`src/rtl/dma_burst_master_if.sv`:
```
// 68030 bus-master signal bundle for dma_burst_master.
// master: DMA side (BR/OWN/strobes/DATA_O out), slave: bus/arbiter side.
interface dma_burst_master_if #(
  parameter int DATA_W = 32
);
  logic              BR;
  logic              _BG;
  logic              _BGACK_I;
  logic              OWN;
  logic              AS_O_;
  logic              DS_O_;
  logic              RW_O;
  logic [1:0]        _DSACK;
  logic              _STERM;
  logic              _BERR;
  logic [DATA_W-1:0] DATA_I;
  logic [DATA_W-1:0] DATA_O;

  modport master (
    output BR, OWN, AS_O_, DS_O_, RW_O, DATA_O,
    input  _BG, _BGACK_I, _DSACK, _STERM, _BERR, DATA_I
  );

  modport slave (
    input  BR, OWN, AS_O_, DS_O_, RW_O, DATA_O,
    output _BG, _BGACK_I, _DSACK, _STERM, _BERR, DATA_I
  );
endinterface

```
`src/rtl/dma_burst_master.sv`:
```
// Burst DMA bus master: local FIFO, length counter, 68030 arbitration.
// Ports: SCLK/rst; bus (68030 master modport); start/DMADIR/xfer_len/
// burst_len/abort control; p_* peripheral FIFO end; FIFOFULL/FIFOEMPTY,
// remain, DONE_INT, ERR status. RESDMAC_WATCHDOG_EN adds a WAIT timeout.
module dma_burst_master #(
  parameter int DATA_W     = 32,
  parameter int FIFO_DEPTH = 8,
  parameter int CNT_W      = 24,
  parameter int MAX_BURST  = 4
) (
  input  logic                       SCLK,
  input  logic                       rst,
  dma_burst_master_if.master         bus,
  input  logic                       start,
  input  logic                       DMADIR,
  input  logic [CNT_W-1:0]           xfer_len,
  input  logic [$clog2(MAX_BURST):0] burst_len,
  input  logic                       abort,
  input  logic                       p_push,
  input  logic [DATA_W-1:0]          p_wdata,
  input  logic                       p_pop,
  output logic [DATA_W-1:0]          p_rdata,
  output logic                       FIFOFULL,
  output logic                       FIFOEMPTY,
  output logic [CNT_W-1:0]           remain,
  output logic                       DONE_INT,
  output logic                       ERR
);
  localparam int BLW = $clog2(MAX_BURST) + 1;
  localparam int AW  = $clog2(FIFO_DEPTH);
  localparam int LW  = AW + 1;

  typedef enum logic [2:0] {
    S_IDLE, S_ARB, S_REQ, S_ASSERT,
    S_WAIT, S_NEXT, S_REL, S_DONE
  } state_t;

  state_t r_st, w_nx;

  logic [CNT_W-1:0]  r_remain;
  logic [BLW-1:0]    r_bcnt;
  logic [BLW-1:0]    r_blen;
  logic              r_dir;
  logic              r_done;
  logic              r_err;
  logic              r_abt;

  logic [DATA_W-1:0] r_mem [FIFO_DEPTH];
  logic [AW-1:0]     r_wp;
  logic [AW-1:0]     r_rp;
  logic [LW-1:0]     r_lvl;

  logic [BLW-1:0]    w_bl_in;
  logic [CNT_W-1:0]  w_blen;
  logic [CNT_W-1:0]  w_b;
  logic [CNT_W-1:0]  w_lvl;
  logic [CNT_W-1:0]  w_free;
  logic              w_elig;
  logic              w_term;
  logic              w_fire;
  logic              w_fail;
  logic              w_wd_to;
  logic              w_go;
  logic              w_abt;
  logic              w_own;
  logic              w_strb;
  logic              w_push;
  logic              w_pop;
  logic              w_push_ok;
  logic              w_pop_ok;
  logic [DATA_W-1:0] w_wdat;

  // 0 behaves as 1; oversize requests clamp to MAX_BURST
  always_comb begin
    w_bl_in = burst_len;
    if (burst_len == '0)
      w_bl_in = BLW'(1);
    else if (burst_len > BLW'(MAX_BURST))
      w_bl_in = BLW'(MAX_BURST);
  end

  assign w_blen = CNT_W'(r_blen);
  assign w_b    = (r_remain < w_blen) ? r_remain : w_blen;
  assign w_lvl  = CNT_W'(r_lvl);
  assign w_free = CNT_W'(FIFO_DEPTH) - w_lvl;
  assign w_elig = r_dir ? (w_lvl >= w_b) : (w_free >= w_b);

  // 16-bit-only ack (01) is deliberately not a termination
  assign w_term = !bus._STERM || (bus._DSACK == 2'b00);
  assign w_fire = (r_st == S_WAIT) && bus._BERR && w_term;
  assign w_fail = (r_st == S_WAIT) && (!bus._BERR || w_wd_to);
  assign w_go   = (r_st == S_IDLE) && start;
  // a short abort pulse is remembered until the next cycle boundary
  assign w_abt  = abort || r_abt;

`ifdef RESDMAC_WATCHDOG_EN
  logic [7:0] r_wd;
  always_ff @(posedge SCLK or posedge rst) begin
    if (rst)
      r_wd <= '0;
    else
      r_wd <= (r_st == S_WAIT) ? r_wd + 8'd1 : 8'd0;
  end
  assign w_wd_to = (r_st == S_WAIT) && (r_wd == 8'hFF) && !w_term;
`else
  assign w_wd_to = 1'b0;
`endif

  always_comb begin
    w_nx = r_st;
    unique case (r_st)
      S_IDLE:
        if (start)
          w_nx = (xfer_len == '0) ? S_DONE : S_ARB;
      S_ARB:
        if (w_abt)
          w_nx = S_DONE;
        else if (w_elig)
          w_nx = S_REQ;
      S_REQ:
        if (!bus._BG && bus._BGACK_I)
          w_nx = S_ASSERT;
      S_ASSERT:
        w_nx = S_WAIT;
      S_WAIT:
        if (w_fail)
          w_nx = S_REL;
        else if (w_term)
          w_nx = S_NEXT;
      S_NEXT:
        if (r_bcnt == '0 || r_remain == '0 || w_abt)
          w_nx = S_REL;
        else
          w_nx = S_ASSERT;
      S_REL:
        if (r_remain == '0 || r_err || w_abt)
          w_nx = S_DONE;
        else
          w_nx = S_ARB;
      S_DONE:
        w_nx = S_IDLE;
      default:
        w_nx = S_IDLE;
    endcase
  end

  always_ff @(posedge SCLK or posedge rst) begin
    if (rst) begin
      r_st     <= S_IDLE;
      r_remain <= '0;
      r_bcnt   <= '0;
      r_blen   <= BLW'(1);
      r_dir    <= 1'b0;
      r_done   <= 1'b0;
      r_err    <= 1'b0;
      r_abt    <= 1'b0;
    end else begin
      r_st  <= w_nx;
      r_abt <= (r_st == S_IDLE) ? 1'b0 : (r_abt | abort);
      if (w_go) begin
        r_remain <= xfer_len;
        r_dir    <= DMADIR;
        r_blen   <= w_bl_in;
        r_done   <= 1'b0;
        r_err    <= 1'b0;
      end
      if (r_st == S_DONE)
        r_done <= 1'b1;
      if (w_fail)
        r_err <= 1'b1;
      if (r_st == S_ARB && w_nx == S_REQ)
        r_bcnt <= w_b[BLW-1:0];
      if (w_fire) begin
        r_remain <= r_remain - 1'b1;
        r_bcnt   <= r_bcnt - 1'b1;
      end
    end
  end

  // bus side is the far end of the FIFO from the peripheral
  assign w_push    = (w_fire && !r_dir) || p_push;
  assign w_pop     = (w_fire && r_dir) || p_pop;
  assign w_wdat    = (w_fire && !r_dir) ? bus.DATA_I : p_wdata;
  assign w_push_ok = w_push && (r_lvl != LW'(FIFO_DEPTH));
  assign w_pop_ok  = w_pop && (r_lvl != '0);

  always_ff @(posedge SCLK) begin
    if (w_push_ok)
      r_mem[r_wp] <= w_wdat;
  end

  always_ff @(posedge SCLK or posedge rst) begin
    if (rst) begin
      r_wp  <= '0;
      r_rp  <= '0;
      r_lvl <= '0;
    end else begin
      if (w_push_ok)
        r_wp <= r_wp + 1'b1;
      if (w_pop_ok)
        r_rp <= r_rp + 1'b1;
      unique case ({w_push_ok, w_pop_ok})
        2'b10:   r_lvl <= r_lvl + 1'b1;
        2'b01:   r_lvl <= r_lvl - 1'b1;
        default: r_lvl <= r_lvl;
      endcase
    end
  end

  // bus outputs decode straight from state so reset drops them at once
  assign w_own  = (r_st == S_ASSERT) || (r_st == S_WAIT) ||
                  (r_st == S_NEXT);
  assign w_strb = (r_st == S_ASSERT) || (r_st == S_WAIT);

  assign bus.BR     = (r_st == S_REQ);
  assign bus.OWN    = w_own;
  assign bus.AS_O_  = !w_strb;
  assign bus.DS_O_  = !w_strb;
  assign bus.RW_O   = w_own ? !r_dir : 1'b1;
  assign bus.DATA_O = (w_own && r_dir) ? r_mem[r_rp] : '0;

  assign p_rdata   = r_mem[r_rp];
  assign FIFOFULL  = (r_lvl == LW'(FIFO_DEPTH));
  assign FIFOEMPTY = (r_lvl == '0);
  assign remain    = r_remain;
  assign DONE_INT  = r_done;
  assign ERR       = r_err;
endmodule

```
`src/flat_wrapper.sv`:
```
// flat-port wrapper written by rule: the top's interface ports become plain ports
module dma_burst_master_flat 
#(
  parameter int DATA_W     = 32,
  parameter int FIFO_DEPTH = 8,
  parameter int CNT_W      = 24,
  parameter int MAX_BURST  = 4
)
  (SCLK, rst, start, DMADIR, xfer_len, burst_len, abort, p_push, p_wdata, p_pop, p_rdata, FIFOFULL, FIFOEMPTY, remain, DONE_INT, ERR, bus_BR, bus_OWN, bus_AS_O_, bus_DS_O_, bus_RW_O, bus_DATA_O, bus__BG, bus__BGACK_I, bus__DSACK, bus__STERM, bus__BERR, bus_DATA_I);
  dma_burst_master_if #(.DATA_W(DATA_W)) bus_i ();
  input  logic SCLK;
  input  logic rst;
  input  logic start;
  input  logic DMADIR;
  input  logic [CNT_W-1:0] xfer_len;
  input  logic [$clog2(MAX_BURST):0] burst_len;
  input  logic abort;
  input  logic p_push;
  input  logic [DATA_W-1:0] p_wdata;
  input  logic p_pop;
  output logic [DATA_W-1:0] p_rdata;
  output logic FIFOFULL;
  output logic FIFOEMPTY;
  output logic [CNT_W-1:0] remain;
  output logic DONE_INT;
  output logic ERR;
  output wire logic [$bits(bus_i.BR)-1:0] bus_BR;
  output wire logic [$bits(bus_i.OWN)-1:0] bus_OWN;
  output wire logic [$bits(bus_i.AS_O_)-1:0] bus_AS_O_;
  output wire logic [$bits(bus_i.DS_O_)-1:0] bus_DS_O_;
  output wire logic [$bits(bus_i.RW_O)-1:0] bus_RW_O;
  output wire logic [$bits(bus_i.DATA_O)-1:0] bus_DATA_O;
  input wire logic [$bits(bus_i._BG)-1:0] bus__BG;
  input wire logic [$bits(bus_i._BGACK_I)-1:0] bus__BGACK_I;
  input wire logic [$bits(bus_i._DSACK)-1:0] bus__DSACK;
  input wire logic [$bits(bus_i._STERM)-1:0] bus__STERM;
  input wire logic [$bits(bus_i._BERR)-1:0] bus__BERR;
  input wire logic [$bits(bus_i.DATA_I)-1:0] bus_DATA_I;
  assign bus_BR = bus_i.BR;
  assign bus_OWN = bus_i.OWN;
  assign bus_AS_O_ = bus_i.AS_O_;
  assign bus_DS_O_ = bus_i.DS_O_;
  assign bus_RW_O = bus_i.RW_O;
  assign bus_DATA_O = bus_i.DATA_O;
  assign bus_i._BG = bus__BG;
  assign bus_i._BGACK_I = bus__BGACK_I;
  assign bus_i._DSACK = bus__DSACK;
  assign bus_i._STERM = bus__STERM;
  assign bus_i._BERR = bus__BERR;
  assign bus_i.DATA_I = bus_DATA_I;
  dma_burst_master #(.DATA_W(DATA_W), .FIFO_DEPTH(FIFO_DEPTH), .CNT_W(CNT_W), .MAX_BURST(MAX_BURST)) u_core (.SCLK(SCLK), .rst(rst), .bus(bus_i), .start(start), .DMADIR(DMADIR), .xfer_len(xfer_len), .burst_len(burst_len), .abort(abort), .p_push(p_push), .p_wdata(p_wdata), .p_pop(p_pop), .p_rdata(p_rdata), .FIFOFULL(FIFOFULL), .FIFOEMPTY(FIFOEMPTY), .remain(remain), .DONE_INT(DONE_INT), .ERR(ERR));
endmodule
```
`config.mk`:
```
export PLATFORM = sky130hd
export DESIGN_NAME = dma_burst_master_flat
export DESIGN_NICKNAME = d
export VERILOG_FILES = /design/src/rtl/dma_burst_master_if.sv /design/src/rtl/dma_burst_master.sv /design/src/flat_wrapper.sv
export SDC_FILE = /design/constraint.sdc
export NUM_CORES = 1
export LEC_CHECK = 0
export BUFFER_PORTS_ARGS = -buffer_cell sky130_fd_sc_hd__buf_2
export CORE_MARGIN = 1
export CORE_UTILIZATION = 50
export DETAILED_ROUTE_END_ITERATION = 10
export PLACE_DENSITY = 0.82
export SETUP_SLACK_MARGIN = 0.1
export SKIP_CTS_REPAIR_TIMING = 1
export SYNTH_ARGS = -nofsm -noshare
export SYNTH_HDL_FRONTEND = slang
export SYNTH_SLANG_ARGS = --single-unit
```
`constraint.sdc`:
```
create_clock -name SCLK -period 8 [get_ports SCLK]
set_clock_uncertainty 0.2 [all_clocks]
set_input_delay 0.4 -clock SCLK [delete_from_list [all_inputs] [get_ports SCLK]]
set_output_delay 0.4 -clock SCLK [all_outputs]
set_load 0.05 [all_outputs]
```
; Yosys cells after proc, flatten, opt, wreduce, memory -nomap -nowiden
; Memories as Yosys holds them, arrays and structs flattened.
; Cells that the tools add are included.
[totals]
regBits = 47
latchBits = 0
mem_bits_rw = 256
mem_bits_ro = 0
output_inout_bits = 97
wordCells = 103
n_memories = 1
[mem_list]
columns = memory, words, word_bits, read_ports, rd_clocked_by_memory_dff, wr, line
row1 = u_core.r_mem, 8, 32, 1, 0, 1, dma_burst_master.sv:48  ; logic [DATA_W-1:0] r_mem [FIFO_DEPTH];
[op_classes]
n_addsub = 7
multipliers = 0
n_div = 0
n_lt_le_gt_ge = 4
eq_ne = 12
shifts = 0
mux = 28
bitwise_logic = 1
n_reduce_logical = 39
[ops]
columns = cell, count
row1 = 24-bit two-way mux, 3
row2 = 32-bit two-way mux, 2
row3 = 24-bit zero test, 2
row4 = 3-bit two-way mux, 13
row5 = 24-bit >= comparator, 1
row6 = 4-bit by 24-bit >= comparator with 1-bit output, 1
row7 = 24-bit by 3-bit < comparator with 1-bit output, 1
row8 = 3-bit one-hot mux with 8 select lines, 1
row9 = 24-bit by 1-bit subtractor with 24-bit output (second input constant), 1
row10 = 3-bit == test (second input constant), 4
row11 = 1-bit logical AND, 11
row12 = 1-bit logical OR, 10
row13 = 2-bit nonzero test, 5
row14 = 3-bit by 2-bit == test with 1-bit output (second input constant), 3
row15 = 3-bit zero test, 3
row16 = 1-bit two-way mux, 8
row17 = 4-bit one-hot mux with 2 select lines, 1
row18 = 3-bit by 1-bit adder with 3-bit output (second input constant), 2
row19 = 1-bit zero test, 5
row20 = 4-bit by 4-bit subtractor with 5-bit output (first input constant), 1
row21 = 4-bit by 1-bit adder with 4-bit output (second input constant), 1
row22 = 4-bit == test (second input constant), 1
row23 = 4-bit zero test, 1
row24 = 4-bit != test (second input constant), 1
row25 = other kinds (9), 9

; Longest topological paths before layout
; Gate-level depths: netlist of the first run.
[logic_depth]
ltp_word = 11
depth_mapped = 14

; Least setup slack after synthesis of the first run
; No wires, ideal clock.
[synth_path]
path_type = reg2reg
start = reg u_core.r_lvl[0]
end = mem u_core.r_mem[4][0], enable pin
setup_ps = 513
t_arrival_ps = 5014
required_ps = 7287
setup_slack_ps = 2273
stages_incl_launch_ff = 8
path_buffers = 0
cell_sequence = dfrtp_1 -> inv_1 -> ha_1 -> nor2b_1 -> and2_1 -> nor2_1 -> inv_1 -> nor4b_1
[synth_via]
elab_chain_cells = 4
[synth_lines]
columns = element, line
row1 = "start, declared", dma_burst_master.sv:51  ; logic [LW-1:0] r_lvl;
row2 = "start signal, assigned", dma_burst_master.sv:203  ; 2'b10: r_lvl <= r_lvl + 1'b1;
row3 = "start signal, assigned", dma_burst_master.sv:204  ; 2'b01: r_lvl <= r_lvl - 1'b1;
row4 = "start signal, assigned", dma_burst_master.sv:205  ; default: r_lvl <= r_lvl;
row5 = 4-bit != test, dma_burst_master.sv:184  ; assign w_push_ok = w_push && (r_lvl != LW'(FIFO_DEPTH));
row6 = 1-bit logical AND, dma_burst_master.sv:184
row7 = 1-bit two-way mux, dma_burst_master.sv:188  ; if (w_push_ok)
row8 = 1-bit two-way mux (implied by the code), dma_burst_master.sv:189  ; r_mem[r_wp] <= w_wdat;
row9 = "end, declared", dma_burst_master.sv:48
; No other way between the ends.

; Worst setup path after layout of the first run
[layout_path]
start = reg u_core.r_rp[0]
end = out bus_DATA_O[22]
[layout_via]
elab_chain_cells = 2
[layout_lines]
columns = element, line
row1 = "start, declared", dma_burst_master.sv:50  ; logic [AW-1:0] r_rp;
row2 = "start signal, assigned", dma_burst_master.sv:201  ; r_rp <= r_rp + 1'b1;
row3 = memory 8 x 32 bit, -
row4 = 32-bit two-way mux, dma_burst_master.sv:220  ; assign bus.DATA_O = (w_own && r_dir) ? r_mem[r_rp] : '0;
row5 = "end, declared", flat_wrapper.sv:32  ; output wire logic [$bits(bus_i.DATA_O)-1:0] bus_DATA_O;
; No other way between the ends.

==> flow_metrics.py, run 1 <==
metrics = {
    "critical_path": {
        "worstReg2RegEnd": "u_core.r_bcnt[0]",
        "crit_fanout": 45,
        "worstSetupStartpoint": "u_core.r_rp[0]",
        "rrSetupSlack_ps": 4120,
        "endpoint_kind": "primary output",
        "cp-endpoint": "bus_DATA_O[22]",
        "r2r_start": "u_core.remain[9]",
        "max_stage_delay_ps": 760,
        "crit_chain": "buf_4 -> mux4_2 -> mux2_2 -> and3_1 -> buf_2",
        "startpoint_type": "flip-flop",
        "path_class": "flip-flop to primary output",
        "slowest_stage": "buf_4",
        "cp.required_ps": 7400,
        "cp.arrival_ps": 3380,
        "reg2regPathDepth": 12,
    },
    "run_status": {
        "failed_checks": "hold timing",
        "status": "finished, violations left",
    },
    "route": {
        "first_pass_iters": 5,
        "vias": 8628,
        "wire_per_inst_microns": 21.45,
        "drt_iter0_drc": 607,
        "viasPerCell": 5.893,
        "route.detailed.drc": 0,
        "antenna_left": 0,
        "wirelength_microns": 31400,
    },
    "clock_network": {
        "htree_levels": 1,
        "clock_path_buffers": 3,
        "clk_latency_ps": 550,
        "clockRootBuffer": "clkbuf_16",
        "clock-sinks": 303,
        "numCtsBuffers": 28,
        "clk_pin_slew_ps": 60,
        "cts_tree": "yes",
    },
    "power_and_ir_drop": {
        "p_clk_share_pct": 20.2,
        "p_sw_share_pct": 42.10,
        "p_int_mw": 3.893,
        "power.share.sequential_pct": 35.1,
        "ir_worst_vdd_mv": 0.3513,
        "combPwrFrac_pct": 44.6,
        "leakagePower_nw": 6.217,
        "power_density_nw_per_um2": 409.7,
        "p_sw_mw": 2.831,
    },
    "run": {
        "cap_violations": 0,
    },
    "place": {
        "port_buffers": 200,
        "dp_hpwl_microns": 18620,
        "gp_congestion": 0.9203,
        "placedCellCount": 1385,
        "placed_area_sq_um": 15180,
        "dp_slack_ps": 4111,
    },
    "sta": {
        "setup_viol": 0,
        "max_slew_margin_pct": 23.30,
        "rsz0062_at_grt": "no",
        "hold_violations": 2,
        "period_needed_ps": 3982,
        "post-route-period-util_pct": 49.78,
        "setup_slack_ps": 4018,
        "worstMarginPinSlew_ps": 1148,
        "hold_ws_ps": -20.04,
        "tns_ps": 0,
        "drv_slew": 0,
        "fmax_ghz": 0.2511,
    },
    "global_routing": {
        "antenna_found_initial": 2,
        "grtUsageTotal_pct": 21.94,
        "grt_max_degree": 67,
        "grt_overflow": 0,
        "grt_pass1_vias": 8373,
        "grt_pass1_wl_microns": 46750,
    },
    "yosys": {
        "syn_inst": 849,
        "syn_avg_cell_area_sq_um": 16.09,
        "ys_warn_count": 0,
        "synth_edf_count": 256,
        "syn_area_sq_um": 13660,
        "ys_seq_area_share_pct": 64.88,
        "ys_seq_elements": 303,
        "synthFlopType": "edfxtp_1",
        "async_reset_ff_share_pct": 15.51,
        "synth_cell_types": 65,
    },
    "floorplanning": {
        "start_util_pct": 50.84,
        "num_io_pins": 201,
        "rows": 60,
        "die_w_microns": 167.3,
        "design.core.area_sq_um": 26880,
        "dieArea_sq_um": 27990,
        "fp.dieH_microns": 167.3,
    },
    "finish": {
        "area_growth_pct": 20.11,
        "final_common_cell": "edfxtp_1",
        "final_cell_area_sq_um": 16410,
        "fin_cells": 1464,
        "drive_gt1_share_pct": 37.34,
        "final_cell_mix": "edfxtp_1 (256), buf_2 (200), mux2_2 (65), mux4_2 (64), nand2_1 (48)",
        "fin_nets": 1246,
    },
    "min_path": {
        "min_path_type": "input port to flip-flop",
    },
}
[metrics by stage]
stage / utilization [%] / power (mW)
after floorplan: - / 4.629
after global placement: 56.49 / 5.295
after detailed placement: 56.49 / 5.371
after CTS: 60.01 / 6.751
after global routing: 61.06 / 7.040
final: 61.06 / 6.724
[power by group through the flow]
stage,sequential (mW),combinational [mW],clock [mW]
2_1_floorplan,2.45,2.18,0
5_1_grt,2.40,3.20,1.44
6_report,2.36,3.00,1.36
4_1_cts,2.36,3.01,1.38
3_5_place_dp,2.39,2.98,0
3_3_place_gp,2.36,2.93,0
[state kept, by name, summed over array words and instances (netlist names)]
signal and cells:
u_core.r_dir 1, u_core.r_bcnt 3, u_core.DONE_INT 1, u_core.r_lvl 4, u_core.r_abt 1, u_core.r_wp 3
u_core.r_blen 3, u_core.ERR 1, u_core.r_rp 3, u_core.r_st 3, u_core.r_mem 256, u_core.remain 24
[critical path: cells and delay by family, from the launching register on]
family	cells	cell delay [ps]
buf+inv	2	960
mux	2	980
simple gates	1	170
flops	1	690
[worst min path at each step]
stage	endpoint	startpoint	cells past startpoint
6_report	u_core.remain[12]	xfer_len[12]	3
5_1_grt	u_core.remain[10]	xfer_len[10]	3
4_1_cts	u_core.r_rp[1]	rst	3
3_5_place_dp	u_core.r_blen[0]	u_core.r_blen[0]	2
3_3_place_gp	u_core.r_blen[0]	u_core.r_blen[0]	2
2_1_floorplan	u_core.r_blen[0]	u_core.r_blen[0]	2
[layout make-up]
cell class	count	area, sq um
tap	341	426.7
antenna	1	2.502
clock buffer	33	719.4
fill	1929	10470
inverter	19	71.32
sequential	303	8871
multi-input combinational	504	4678
clock inverter	17	225.2
timing repair buffer	246	1416
[routing by layer]
layer / part of all wire (%) / track usage, %
met1: 39 / 27.79
met2: 52 / 39.09
met3: 5.9 / 2.269
met4: 3.9 / 8.177
met5: 0 / 0
[synthesized netlist by cell type (6+ instances only)]
library cell	instances	share of area [%]
xnor2_1	6	0.38
a21oi_1	25	0.92
clkbuf_1	33	0.91
and3_1	32	1.5
o211ai_1	6	0.33
nand3_1	14	0.51
inv_1	19	0.52
dfrtp_1	46	8.4
nor2_1	40	1.1
edfxtp_1	256	56
mux2_2	65	5.4
buf_2	6	0.22
nor4_1	13	0.60
nand2_1	48	1.3
ha_1	39	3.6
nor3_1	15	0.55
o21ai_0	22	0.81
mux4_2	64	11
nor2b_1	7	0.32
[cell families (layout without fill, tap and decap cells)]
group / Yosys count / count (layout) / share of synthesized area (%)
mux: 132 / 132 / 16.13
simple gates: 201 / 201 / 7.775
xor+xnor: 10 / 10 / 0.6410
fa+ha+maj: 40 / 40 / 3.718
flops: 303 / 303 / 64.88
other cells: 1 / 23 / 0.02745
compound gates: 99 / 99 / 4.991
buf+inv: 63 / 315 / 1.841
(Power assumes the default switching activity.)
==> inputs of run 2 (changes only) <==
==> constraint.sdc (replaced) <==
create_clock -name SCLK -period 4 [get_ports SCLK]
set_clock_uncertainty 0.2 [all_clocks]
set_input_delay 0.2 -clock SCLK [delete_from_list [all_inputs] [get_ports SCLK]]
set_output_delay 0.2 -clock SCLK [all_outputs]
set_load 0.05 [all_outputs]
==> run 2 against run 1 <==
The run now ends clean. Routed wire length grew 6.3%. Largest cell class unchanged. Cell count up 5.8%. Sequential power up 100%. Combinational power is 110% higher. Via count up 6.1%. Worst setup slack got worse by 3800 ps. Total power rose by 100%.
==> flow_metrics.py, run 2 (synthesis results as in run 1) <==
metrics = {
    "run_status": {
        "status": "completed",
    },
    "floorplanning": {
        "design.core.area_sq_um": 26880,
        "dieArea_sq_um": 27990,
        "num_io_pins": 201,
        "fp.dieH_microns": 167.3,
        "die_w_microns": 167.3,
        "rows": 60,
        "start_util_pct": 50.84,
    },
    "place": {
        "dp_hpwl_microns": 19390,
        "gp_congestion": 0.9003,
        "port_buffers": 200,
    },
    "route": {
        "route.detailed.drc": 0,
        "wirelength_microns": 33370,
        "first_pass_iters": 5,
        "vias": 9158,
        "drt_iter0_drc": 1029,
        "wire_per_inst_microns": 21.54,
        "antenna_left": 0,
        "viasPerCell": 5.912,
    },
    "critical_path": {
        "max_stage_delay_ps": 590,
        "path_delay_family": "compound AO/OA/AOI/OAI gates",
        "cp.required_ps": 4240,
        "cp.buffers_inverters": 0,
        "endpoint_kind": "flip-flop",
        "crit_fanout": 7,
        "slowest_stage": "or4_1",
        "path_class": "flip-flop to flip-flop",
        "startpoint_type": "flip-flop",
        "crit_chain": "or4_1 -> and4bb_2 -> o211ai_1 -> mux2i_2 -> ha_1 -> o211a_1 -> o31ai_2 -> a31o_2 -> a31oi_1 -> o21ba_2 -> o21ba_2 -> o311ai_0",
        "crit_top_cell": "o21ba_2",
        "cp.arrival_ps": 4040,
    },
    "clock_network": {
        "clk_pin_slew_ps": 60,
        "clock_path_buffers": 3,
        "cts_tree": "yes",
        "htree_levels": 1,
        "clk_latency_ps": 570,
        "clockRootBuffer": "clkbuf_16",
        "clock-sinks": 303,
        "numCtsBuffers": 30,
    },
    "global_routing": {
        "antenna_found_initial": 0,
        "grt_pass1_wl_microns": 47510,
        "grtUsageTotal_pct": 22.32,
        "grt_max_degree": 48,
        "grt_overflow": 0,
        "grt_pass1_vias": 8497,
    },
    "finish": {
        "final_common_cell": "edfxtp_1",
        "drive_gt1_share_pct": 36.09,
        "antenna_cells": 0,
        "fin_nets": 1330,
        "final_cell_mix": "edfxtp_1 (256), buf_2 (200), dlygate4sd3_1 (99), mux2_2 (65), mux4_2 (64)",
        "multi_input_area_sq_um": 4721,
        "ff_latch_area_sq_um": 8872,
        "area_growth_pct": 26.68,
        "largest_reg_flops": 256,
        "nFillCells": 1791,
        "top_register": "u_core.r_mem",
    },
    "power_and_ir_drop": {
        "power_density_nw_per_um2": 795.7,
        "ir_worst_vdd_mv": 0.5618,
        "p_total_mw": 13.77,
        "leakagePower_nw": 6.592,
        "p_int_mw": 7.904,
        "p_sw_share_pct": 42.61,
        "p_sw_mw": 5.869,
        "combPwrFrac_pct": 44.9,
        "power.share.sequential_pct": 34.9,
        "p_clk_share_pct": 20.2,
    },
    "sta": {
        "rsz0062_at_grt": "no",
        "max_slew_margin_pct": 32.16,
        "tns_ps": 0,
        "period_needed_ps": 3796,
        "setup_viol": 0,
        "fmax_ghz": 0.2635,
        "post-route-period-util_pct": 94.89,
        "worstMarginPinSlew_ps": 1018,
        "drv_slew": 0,
        "hold_violations": 0,
    },
    "min_path": {
        "min_path_type": "input port to flip-flop",
    },
    "run": {
        "cap_violations": 0,
    },
}
==> run 2: tightest hold or removal path, delay by kind of cell <==
kind,cells,cell delay (ps)
XOR/XNOR,1,60
buffers and inverters,1,110
AND/OR/NAND/NOR,2,240
AO/OA/AOI/OAI,1,110
==> run 2: power groups by stage <==
stage / Combinational [mW] / Sequential (mW) / Clock, mW
floorplan: 4.37 / 4.89 / 0
global placement: 5.89 / 4.79 / 0
detailed placement: 6.01 / 4.83 / 0
CTS: 6.07 / 4.79 / 2.80
global route: 6.57 / 4.89 / 2.93
finish: 6.19 / 4.81 / 2.78
==> run 2: worst paths after layout <==
path / from / to / slack, ps / depth (start not counted)
setup / recovery: u_core.remain[13] / u_core.r_bcnt[0] / 200 / 12
min in group asynchronous: rst / u_core.r_wp[2] / 160 / 4
hold reg to reg: u_core.DONE_INT / u_core.DONE_INT / 340 / 2
max in group asynchronous: rst / u_core.r_rp[0] / 2970 / 4
setup reg to reg: u_core.remain[13] / u_core.r_bcnt[0] / 200 / 12
hold / removal: p_pop / u_core.r_rp[2] / 10 / 5
==> run 2: final cells by class <==
type | instances | area share, %
sequential | 303 | 51.26
multi-input combinational | 504 | 27.27
timing repair buffer | 328 | 12.98
clock buffer | 35 | 4.446
tap | 341 | 2.465
clock inverter | 19 | 1.164
inverter | 19 | 0.4120
==> run 2: per-layer routing <==
metal	vias to the layer above	global-route usage, %	wire (microns)
met5	-	0	0
met4	0	8.456	1271
met3	110	2.671	2161
met2	472	38.17	16920
met1	4546	29.39	13010
li1	4030	-	-
==> run 2: metrics by stage <==
stage	cell area [sq um]	worst slack (ps)	cells	hold WS (ps)	util, %
after global placement	15320	372.3	1396	174.0	57.01
after CTS	16290	212.9	1450	-418.5	60.62
final	17310	204.4	1549	10.52	64.40
after floorplan	13750	-683.8	870	63.11	-
after global routing	17310	54.00	1549	60.28	64.40
after detailed placement	15320	226.7	1396	186.0	57.01
